`src/rtl/tc0480scp_pkg.sv`:
```
`default_nettype none
// ============================================================================
//  Module      : tc0480scp_pkg
//  Description : Shared types and constants for the TC0480SCP graphics-ROM
//                responder (FSM state encoding, burst geometry).
//  Revision    : 1.0 - initial release
// ============================================================================
package tc0480scp_pkg;

    // Number of 16-bit beats that make up one 64-bit tile row
    localparam int ROM_BEATS = 4;

    // Width of an 8-byte row index taken from the 23-bit byte address
    localparam int ROW_W = 20;

    typedef enum logic [2:0] {
        IDLE   = 3'd0,
        LOOKUP = 3'd1,
        REQ    = 3'd2,
        BURST  = 3'd3,
        DONE   = 3'd4
    } rom_resp_state_t;

endpackage
`default_nettype wire

```
`src/rtl/tc0480scp_line_cache.sv`:
```
`default_nettype none
// ============================================================================
//  Module      : tc0480scp_line_cache
//  Description : Single-entry last-fetch cache. Holds one row tag, its valid
//                flag and the 64-bit row data. Flush always wins over fill.
//  Revision    : 1.0 - initial release
// ============================================================================
module tc0480scp_line_cache
    import tc0480scp_pkg::*;
#(
    parameter bit CACHE_EN = 1'b1
) (
    input  logic             clk,
    input  logic             reset_n,
    input  logic [ROW_W-1:0] i_lookup_tag,
    input  logic             i_flush,
    input  logic             i_fill,
    input  logic [ROW_W-1:0] i_fill_tag,
    input  logic [63:0]      i_fill_line,
    input  logic             i_fill_valid,
    output logic             o_hit,
    output logic [63:0]      o_line
);

    logic [ROW_W-1:0] r_tag;
    logic             r_valid;
    logic [63:0]      r_line;

    // Tag/line storage; a flush in the same cycle as a fill leaves the entry invalid
    always_ff @(posedge clk or negedge reset_n) begin
        if (!reset_n) begin
            r_tag   <= '0;
            r_valid <= 1'b0;
            r_line  <= '0;
        end else begin
            if (i_fill) begin
                r_tag  <= i_fill_tag;
                r_line <= i_fill_line;
            end
            if (i_flush) begin
                r_valid <= 1'b0;
            end else if (i_fill) begin
                r_valid <= CACHE_EN && i_fill_valid;
            end
        end
    end

    // A flush presented during lookup must not return the entry it is killing
    assign o_hit  = CACHE_EN && r_valid && (r_tag == i_lookup_tag) && !i_flush;
    assign o_line = r_line;

endmodule
`default_nettype wire

```
`src/rtl/tc0480scp_rom_responder.sv`:
```
`default_nettype none
// ============================================================================
//  Module      : tc0480scp_rom_responder
//  Description : Responder side of the TC0480SCP tile-ROM toggle handshake.
//                Serves one 64-bit row fetch at a time, from the last-fetch
//                cache or via a 4-beat 16-bit burst on the memory port.
//  Revision    : 1.0 - initial release
// ============================================================================
module tc0480scp_rom_responder
    import tc0480scp_pkg::*;
#(
    parameter logic [26:0] ROM_BASE = 27'h0,
    parameter bit          CACHE_EN = 1'b1
) (
    input  logic        clk,
    input  logic        reset_n,
    input  logic [22:0] rom_address,
    input  logic        rom_req,
    output logic        rom_ack,
    output logic [63:0] rom_data,
    input  logic        flush,
    output logic        mem_req,
    output logic [26:0] mem_addr,
    input  logic        mem_gnt,
    input  logic [15:0] mem_rdata,
    input  logic        mem_rvalid
);

    rom_resp_state_t  r_state;
    rom_resp_state_t  w_state_next;

    logic [ROW_W-1:0] r_addr_q;
    logic             r_req_q;
    logic             r_miss;
    logic             r_flush_seen;
    logic [1:0]       r_beat;
    logic [63:0]      r_line_q;

    logic             w_accept;
    logic             w_hit_take;
    logic             w_miss_take;
    logic             w_grant;
    logic             w_beat;
    logic             w_finish;
    logic             w_hit;
    logic [63:0]      w_cache_line;

    // Row granularity is 8 bytes; the byte offset inside a row is irrelevant
    logic             w_unused_lsbs;
    assign w_unused_lsbs = ^rom_address[2:0];

    tc0480scp_line_cache #(
        .CACHE_EN (CACHE_EN)
    ) u_line_cache (
        .clk          (clk),
        .reset_n      (reset_n),
        .i_lookup_tag (r_addr_q),
        .i_flush      (flush),
        .i_fill       (w_finish && r_miss),
        .i_fill_tag   (r_addr_q),
        .i_fill_line  (r_line_q),
        .i_fill_valid (!r_flush_seen),
        .o_hit        (w_hit),
        .o_line       (w_cache_line)
    );

    // State register
    always_ff @(posedge clk or negedge reset_n) begin
        if (!reset_n) begin
            r_state <= IDLE;
        end else begin
            r_state <= w_state_next;
        end
    end

    // Next-state decode and one-cycle datapath strobes
    always_comb begin
        w_state_next = r_state;
        w_accept     = 1'b0;
        w_hit_take   = 1'b0;
        w_miss_take  = 1'b0;
        w_grant      = 1'b0;
        w_beat       = 1'b0;
        w_finish     = 1'b0;
        case (r_state)
            IDLE: begin
                if (rom_req != rom_ack) begin
                    w_accept     = 1'b1;
                    w_state_next = LOOKUP;
                end
            end
            LOOKUP: begin
                if (w_hit) begin
                    w_hit_take   = 1'b1;
                    w_state_next = DONE;
                end else begin
                    w_miss_take  = 1'b1;
                    w_state_next = REQ;
                end
            end
            REQ: begin
                if (mem_gnt) begin
                    w_grant      = 1'b1;
                    w_state_next = BURST;
                end
            end
            BURST: begin
                if (mem_rvalid) begin
                    w_beat = 1'b1;
                    if (r_beat == 2'(ROM_BEATS - 1)) begin
                        w_state_next = DONE;
                    end
                end
            end
            DONE: begin
                w_finish     = 1'b1;
                w_state_next = IDLE;
            end
            default: begin
                w_state_next = IDLE;
            end
        endcase
    end

    // Request capture, memory port, beat assembly and response registers
    always_ff @(posedge clk or negedge reset_n) begin
        if (!reset_n) begin
            r_addr_q     <= '0;
            r_req_q      <= 1'b0;
            r_miss       <= 1'b0;
            r_flush_seen <= 1'b0;
            r_beat       <= 2'd0;
            r_line_q     <= '0;
            mem_req      <= 1'b0;
            mem_addr     <= '0;
            rom_ack      <= 1'b0;
            rom_data     <= '0;
        end else begin
            if (w_accept) begin
                r_addr_q <= rom_address[22:3];
                r_req_q  <= rom_req;
                r_miss   <= 1'b0;
            end

            // Any flush after acceptance keeps the in-flight row out of the cache
            if (r_state == IDLE) begin
                r_flush_seen <= w_accept && flush;
            end else if (flush) begin
                r_flush_seen <= 1'b1;
            end

            if (w_hit_take) begin
                r_line_q <= w_cache_line;
            end

            if (w_miss_take) begin
                mem_req  <= 1'b1;
                mem_addr <= ROM_BASE + {4'b0000, r_addr_q, 3'b000};
                r_miss   <= 1'b1;
            end

            if (w_grant) begin
                mem_req <= 1'b0;
                r_beat  <= 2'd0;
            end

            if (w_beat) begin
                r_line_q[{r_beat, 4'b0000} +: 16] <= mem_rdata;
                r_beat                            <= r_beat + 2'd1;
            end

            if (w_finish) begin
                rom_data <= r_line_q;
                rom_ack  <= r_req_q;
            end
        end
    end

endmodule
`default_nettype wire

```
`config.mk`:
```
export PLATFORM = sky130hd
export DESIGN_NAME = tc0480scp_rom_responder
export DESIGN_NICKNAME = d
export VERILOG_FILES = /design/src/rtl/tc0480scp_pkg.sv /design/src/rtl/tc0480scp_line_cache.sv /design/src/rtl/tc0480scp_rom_responder.sv
export SDC_FILE = /design/constraint.sdc
export NUM_CORES = 1
export LEC_CHECK = 0
export ABC_AREA = 1
export CAP_MARGIN = 20
export CORE_ASPECT_RATIO = 0.5
export CORE_MARGIN = 2
export CORE_UTILIZATION = 50
export CTS_CLUSTER_SIZE = 16
export DETAILED_ROUTE_END_ITERATION = 12
export GPL_TIMING_DRIVEN = 0
export PLACE_DENSITY = 0.82
export SYNTH_ARGS = -nofsm -noshare
export SYNTH_HDL_FRONTEND = slang
export SYNTH_SLANG_ARGS = --single-unit
```
`constraint.sdc`:
```
create_clock -name clk -period 3.15 [get_ports clk]
set_input_delay 0.315 -clock clk [delete_from_list [all_inputs] [get_ports clk]]
set_output_delay 0.315 -clock clk [all_outputs]
set_load 0.005 [all_outputs]
```
==> results of run 1 <==
==> power by group <==
group	switching [µW]	internal [µW]	total [µW]
Clock	1260	1690	2950
Sequential	744	4850	5590
Combinational	3010	2080	5090
Total	5020	8620	13600
==> worst max-delay path, delay by kind of cell, from the launching register on <==
kind,cells,cell delay [ps]
fa+ha+maj,1,290
simple gates,4,630
flops,1,410
buf+inv,6,1550
==> sequential cells by signal (all words and copies together) (netlist names), 2 cells and up <==
register             cells
r_beat                   2
rom_data                64
mem_addr                20
u_line_cache.r_tag      20
r_line_q                64
u_line_cache.o_line     64
r_addr_q                20
r_state                  3
==> through the flow <==
stage | util [%] | std cells | setup slack, ps | hold slack, ps | TNS [ps]
after floorplan | - | 1405 | 820 | 19.4 | 0
after global placement | 58.4 | 1839 | -9220 | 465 | -2416490
after detailed placement | 58.7 | 1841 | 244 | 164 | 0
after CTS | 62.1 | 1884 | 207 | 211 | 0
after global routing | 62.2 | 1884 | 16.7 | 215 | 0
final | 62.2 | 1884 | 202 | 204 | 0
==> final cells by class <==
cell class / instances / area [µm²] / share of cell area (%)
flip-flops and latches: 263 / 6580 / 46.3
repair buffers: 130 / 1340 / 9.43
clock inverters: 8 / 93.8 / 0.660
well taps: 307 / 384 / 2.70
multi-input cells: 863 / 3990 / 28.0
clock buffers: 34 / 689 / 4.85
plain buffers: 93 / 453 / 3.18
inverters: 186 / 698 / 4.91
==> worst paths after layout <==
path / slack [ps] / end / cells after the start
setup / recovery: 200 / r_line_q[28] / 11
hold / removal: 200 / rom_data[42] / 2
setup reg to reg: 200 / r_line_q[28] / 11
hold reg to reg: 480 / rom_data[8] / 2
max in group asynchronous: 2090 / u_line_cache.r_tag[15] / 3
min in group clk: 370 / r_addr_q[8] / 3
==> per-layer routing <==
layer	GRT usage (%)	wire, µm	part of all wire, %	up-vias
met3	4.09	2080	6.7	57
met4	5.59	566	1.8	0
met2	40.3	14100	46	370
met1	37.1	14100	46	4868
met5	0	0	0	-
li1	-	-	-	4776
==> cells in the final DEF (no fill, tap or decap), drive strengths merged <==
cell	n
nor2	41
or2	1
bufinv	2
clkinv	6
clkbuf	72
nand4	73
inv	186
ha	6
o22ai	2
o21ai	192
dfrtp	263
dlygate4sd3	1
clkdlybuf4s50	126
xor2	2
xnor2	3
conb	7
buf	58
a21boi	1
a21oi	3
nor3	4
nand2	400
nand3	125
o211ai	2
a211oi	1
==> cell families after synthesis <==
kind of cell / share of synthesized area (%)
AO/OA/AOI/OAI: 8.71
XOR/XNOR: 0.375
adder cells (fa/ha/maj): 0.642
buffers and inverters: 9.81
flip-flops: 56.3
other: 0.0321
AND/OR/NAND/NOR: 24.1
==> timing repair <==
action | CTS | global route
resized for setup | 0 | 6
hold buffers | 1 | 0
hold endpoints to repair | 20 | 0
endpoints found under the setup margin | 0 | 16
==> results.md, run 1 <==
* Outcome: finished, final reports clean
* Design Area, Final at 0.0142 mm²
* Synth cell types at 32
* RePlAce Congestion at 0.985
* Maximum clock frequency at 339 MHz
* Worst-Skew Late Latency at 520 ps
* Worst R2R Start: r_beat[0]
* Num CTS Buffers at 24
* GRT overflow at 0
* Critical path required time at 3610 ps
* Number of cell rows at 39
* Detailed Route WL at 30,800 µm
* Worst path max stage delay at 410 ps
* Fillers at 1,920
* CTS tree: yes
* Worst vdd ir at 0.407 mV
* Pin count of the biggest net entering global routing at 127
* Vias in the first global route at 9,636
* Design Power at 13,600 µW
* Post-synth EDFFs at 0
* Clock H-tree levels at 1
* I/O pins at 138
* Die ar. at 0.0247 mm²
* Fin nets at 1,612
* CTS Sinks at 263
* Postcts setup bufs at 0
* Area Growth Syn to Fin at 21.7%
* Post-synth top cells: nand2_1 (397), dfrtp_1 (263), o21ai_0 (191)
* DIE WIDTH at 220 µm
* Max-slew violations at 0
* Largest fanout on the critical path at 12
* Max-cap violation count at 0
* Drt first pass iters at 7
* Leakage at 0.00709 µW
* Hold crit path type: in -> async
* Initial Utilization at 51.1%
* Post-route ant nets at 0
* YS warnings at 0
* Initial antenna violation count at 0
* Placed wire-length estimate at 21,500 µm
* Critical path arrival at 3410 ps
* Drt initial violations at 1,172
* Mean Syn Cell Area at 8.36 µm²
* Average wire per standard cell at 16.4 µm
* Period utilisation layout at 93.6%
* Ranking of synthesized cells by area: dfrtp_1 (56%), nand2_1 (13%), o21ai_0 (8.2%)
* Setup violators final at 0
* First-pass GRT wire length at 49,900 µm
* Share of layout cells above drive strength 1 at 6.53%
* Synth top area share at 56.3%
* Worst slew margin at 43.0%
* Remaining routing DRC violations at 0
* Antenna fix cells at 0
* Tightest Pin Transition at 856 ps
* RSZ-0062 raised after global routing: false
* Clk_skew at 13.3 ps
* CP max-delay cell: dfrtp_1
* Async S/R FF share, synth at 100%
* Post-Syn Instances at 1,399
* Critical path cell sequence: buf_2 > clkinv_1 > buf_1 > ha_1 > clkbuf_1 > inv_1 > clkbuf_1 > nand2_1 > nor2_1 > nand3_1 > nand2_1
* Root buffer cell: clkbuf_16
* Number of port buffers at 127
* Worst-path clk slew at 70 ps
* Number of synthesized register bits at 263
* Synth Flop Type: dfrtp_1
* Vert. Die Dim at 112 µm
* Worst setup SP type: register
* Routed vias at 10,100
* CP Launch Point: r_beat[0]
* Final Critical Period at 2950 ps
* Register area share after synthesis at 56.3%
* Placed cell area at 0.0134 mm²
* Power density cells at 959 mW/mm²
* Vias per Instance at 5.35
* Tot GR Track Use at 25.4%
* Core Region at 0.0229 mm²
* Clk buf depth at 3
* Hold Violations, Final at 0
* Post-Syn Area at 0.0117 mm²
* Most common cell in the netlist: nand2_1
* Post-synth top area cell: dfrtp_1
* Crit end category: register
* WS Path Type: reg -> reg
(Power assumes the default switching activity.)
==> run 2, diff against run 1 <==
--- a/config.mk
+++ b/config.mk
@@ -8,8 +8,8 @@
 export ABC_AREA = 1
 export CAP_MARGIN = 20
 export CORE_ASPECT_RATIO = 0.5
-export CORE_MARGIN = 2
 export CORE_UTILIZATION = 50
+export CTS_CLUSTER_DIAMETER = 30
 export CTS_CLUSTER_SIZE = 16
 export DETAILED_ROUTE_END_ITERATION = 12
 export GPL_TIMING_DRIVEN = 0
==> results.md, run 2 (synthesis results as in run 1) <==
* Outcome: finished, final reports clean
* Pin count of the biggest net entering global routing at 112 (-12%)
* Commonest non-fill, non-tap cells in the layout: nand2_1 (397), dfrtp_1 (263), o21ai_0 (191), inv_1 (181), clkdlybuf4s50_1 (126)
* Critical path required time at 3580 ps (-30 ps)
* I/O pins at 138 (unchanged)
* Vias in the first global route at 9,811 (+1.8%)
* Tot GR Track Use at 26.9% (+1.5 points)
* Routed vias at 10,100 (+0.68%)
* Critical path arrival at 3340 ps (-70 ps)
* Remaining routing DRC violations at 0 (unchanged)
* Clk buf depth at 3 (unchanged)
* Final Critical Period at 2920 ps (-31.7 ps)
* Placed wire-length estimate at 21,300 µm (-1.0%)
* Die ar. at 0.0240 mm² (-2.7%)
* Drt initial violations at 1,152 (-1.7%)
* Placed cell area at 0.0134 mm² (unchanged)
* Internal Power at 9370 µW (+8.7%)
* CTS tree: yes
* Max-slew violations at 0 (unchanged)
* Initial antenna violation count at 0 (unchanged)
* Reg power frac at 38.3% (-2.7 points)
* Num CTS Buffers at 35 (+46%)
* Initial Utilization at 51.1% (unchanged)
* Share of layout cells above drive strength 1 at 7.58% (+1.0 points)
* Power density cells at 1000 mW/mm² (+4.7%)
* Worst vdd ir at 0.474 mV (+17%)
* Period utilisation layout at 92.6% (-1.0 points)
* Area Growth Syn to Fin at 24.9%
* Buffers and inverters on the worst path at 6 (unchanged)
* Fin nets at 1,623 (+0.68%)
* CP max-delay cell: dfrtp_1
* Core Region at 0.0229 mm² (unchanged)
* Setup ws final at 233 ps (+31.7 ps)
* Detailed Route WL at 31,700 µm (+2.7%)
* Worst slew margin at 40.1% (-2.8 points)
* Vert. Die Dim at 110 µm (-1.8%)
* Post-route ant nets at 0 (unchanged)
* Leakage at 0.00726 µW (+2.4%)
* Clock H-tree levels at 2 (+1)
* Clk_skew at 19.2 ps (+5.97 ps)
* DIE WIDTH at 218 µm (-0.91%)
* Hold crit path type: in -> async
* RSZ-0062 raised after global routing: false
* Switching Fraction at 36.1% (-0.74 points)
* Worst path max stage delay at 420 ps (about the same)
* Comb power frac at 34.9% (-2.4 points)
* Maximum clock frequency at 343 MHz (+1.1%)
* WS Path Type: reg -> reg
* Vias per Instance at 5.33 (-0.38%)
* Design Area, Final at 0.0146 mm² (+2.7%)
* Worst slack, placed at 273 ps (+29.6 ps)
* Drt first pass iters at 6 (-1)
* Max-cap violation count at 0 (unchanged)
* GR Util met2 at 42.7% (+2.4 points)
* Tightest Pin Transition at 898 ps (+42.3 ps)
* Met3 Use GR at 5.65% (+1.6 points)
* Worst setup SP type: register
* Hold Violations, Final at 0 (unchanged)
* First-pass GRT wire length at 50,100 µm (+0.55%)
* Largest fanout on the critical path at 12 (unchanged)
* CTS Sinks at 263 (unchanged)
* Commonest non-fill, non-tap cell in the layout: nand2_1
* Setup violators final at 0 (unchanged)
* GRT overflow at 0 (unchanged)
* Clock power frac at 26.9% (+5.2 points)
* Crit end category: register
* Worst-path clk slew at 50 ps (-20 ps)
* Number of cell rows at 39 (unchanged)
* Psw at 5290 µW (+5.3%)
* Routing usage on met1 at 37.2% (+0.091 points)
* CP delay by family, top: buffers and inverters
* Critical path cell sequence: buf_2 > clkinv_1 > buf_1 > ha_1 > clkbuf_1 > inv_1 > clkbuf_1 > nand2_1 > nor2_1 > nand3_1 > nand2_1
* Average wire per standard cell at 16.6 µm (+1.7%)
* Worst-Skew Late Latency at 510 ps (about the same)
* Antenna fix cells at 0 (unchanged)
* GR peak layer: met2
* Number of port buffers at 127 (unchanged)
* RePlAce Congestion at 0.970 (-1.5%)
* Root buffer cell: clkbuf_16
run 2: power by group through the flow:
stage	Clock, µW	Sequential, µW	Combinational (µW)
final	3940	5610	5110
after global routing	4140	5770	5770
after global placement	0	5590	4870
after detailed placement	0	5620	5020
after floorplan	0	5520	2930
after CTS	3960	5600	5100
run 2: path summary, 6_finish.rpt:
| kind | from | to | slack (ps) | cells past startpoint |
|---|---|---|---|---|
| min in group clk | rom_address[14] | r_addr_q[11] | 400 | 3 |
| max | r_beat[0] | r_line_q[25] | 230 | 11 |
| max in group asynchronous | reset_n | rom_data[29] | 1480 | 4 |
| min | reset_n | r_addr_q[12] | 370 | 2 |
| max reg2reg | r_beat[0] | r_line_q[25] | 230 | 11 |
| min reg2reg | rom_data[14] | rom_data[14] | 480 | 2 |
run 2: area by class of cell:
| cell class | count | area [µm²] |
|---|---|---|
| buffer | 93 | 452 |
| fill | 1853 | 8280 |
| tap | 307 | 384 |
| sequential | 263 | 6580 |
| multi-input combinational | 863 | 3990 |
| inverter | 186 | 698 |
| clock inverter | 13 | 141 |
| timing repair buffer | 130 | 1340 |
| clock buffer | 49 | 1020 |
run 2: through the flow:
step / TNS, ps / std cells / util [%] / power (µW) / hold slack [ps]
after floorplan: 0 / 1405 / - / 8440 / 19.4
after global placement: -2437970 / 1839 / 58.4 / 10500 / 466
after detailed placement: 0 / 1841 / 58.7 / 10600 / 345
after CTS: 0 / 1904 / 63.8 / 14700 / 384
after global routing: 0 / 1904 / 63.8 / 15700 / 389
final: 0 / 1904 / 63.8 / 14700 / 374
run 2: routing by layer:
| layer | part of all wire (%) | wire length [µm] | vias to the layer above |
|---|---|---|---|
| met5 | 0 | 0 | - |
| met3 | 7.3 | 2310 | 70 |
| met1 | 45 | 14300 | 4895 |
| li1 | - | - | 4812 |
| met2 | 45 | 14300 | 362 |
| met4 | 2.4 | 776 | 0 |
run 2: repair_timing:
item,in CTS,in global routing
setup buffers,0,0
endpoints found under the setup margin,0,9
hold buffers,1,0
endpoints found under the hold margin,79,0
resized for setup,0,3
==> run 3, diff against run 2 <==
--- a/config.mk
+++ b/config.mk
@@ -6,7 +6,6 @@
 export NUM_CORES = 1
 export LEC_CHECK = 0
 export ABC_AREA = 1
-export CAP_MARGIN = 20
 export CORE_ASPECT_RATIO = 0.5
 export CORE_UTILIZATION = 50
 export CTS_CLUSTER_DIAMETER = 30
==> results of run 3 <==
Same layout as run 2: the final DEF is identical, and so are final timing and power.
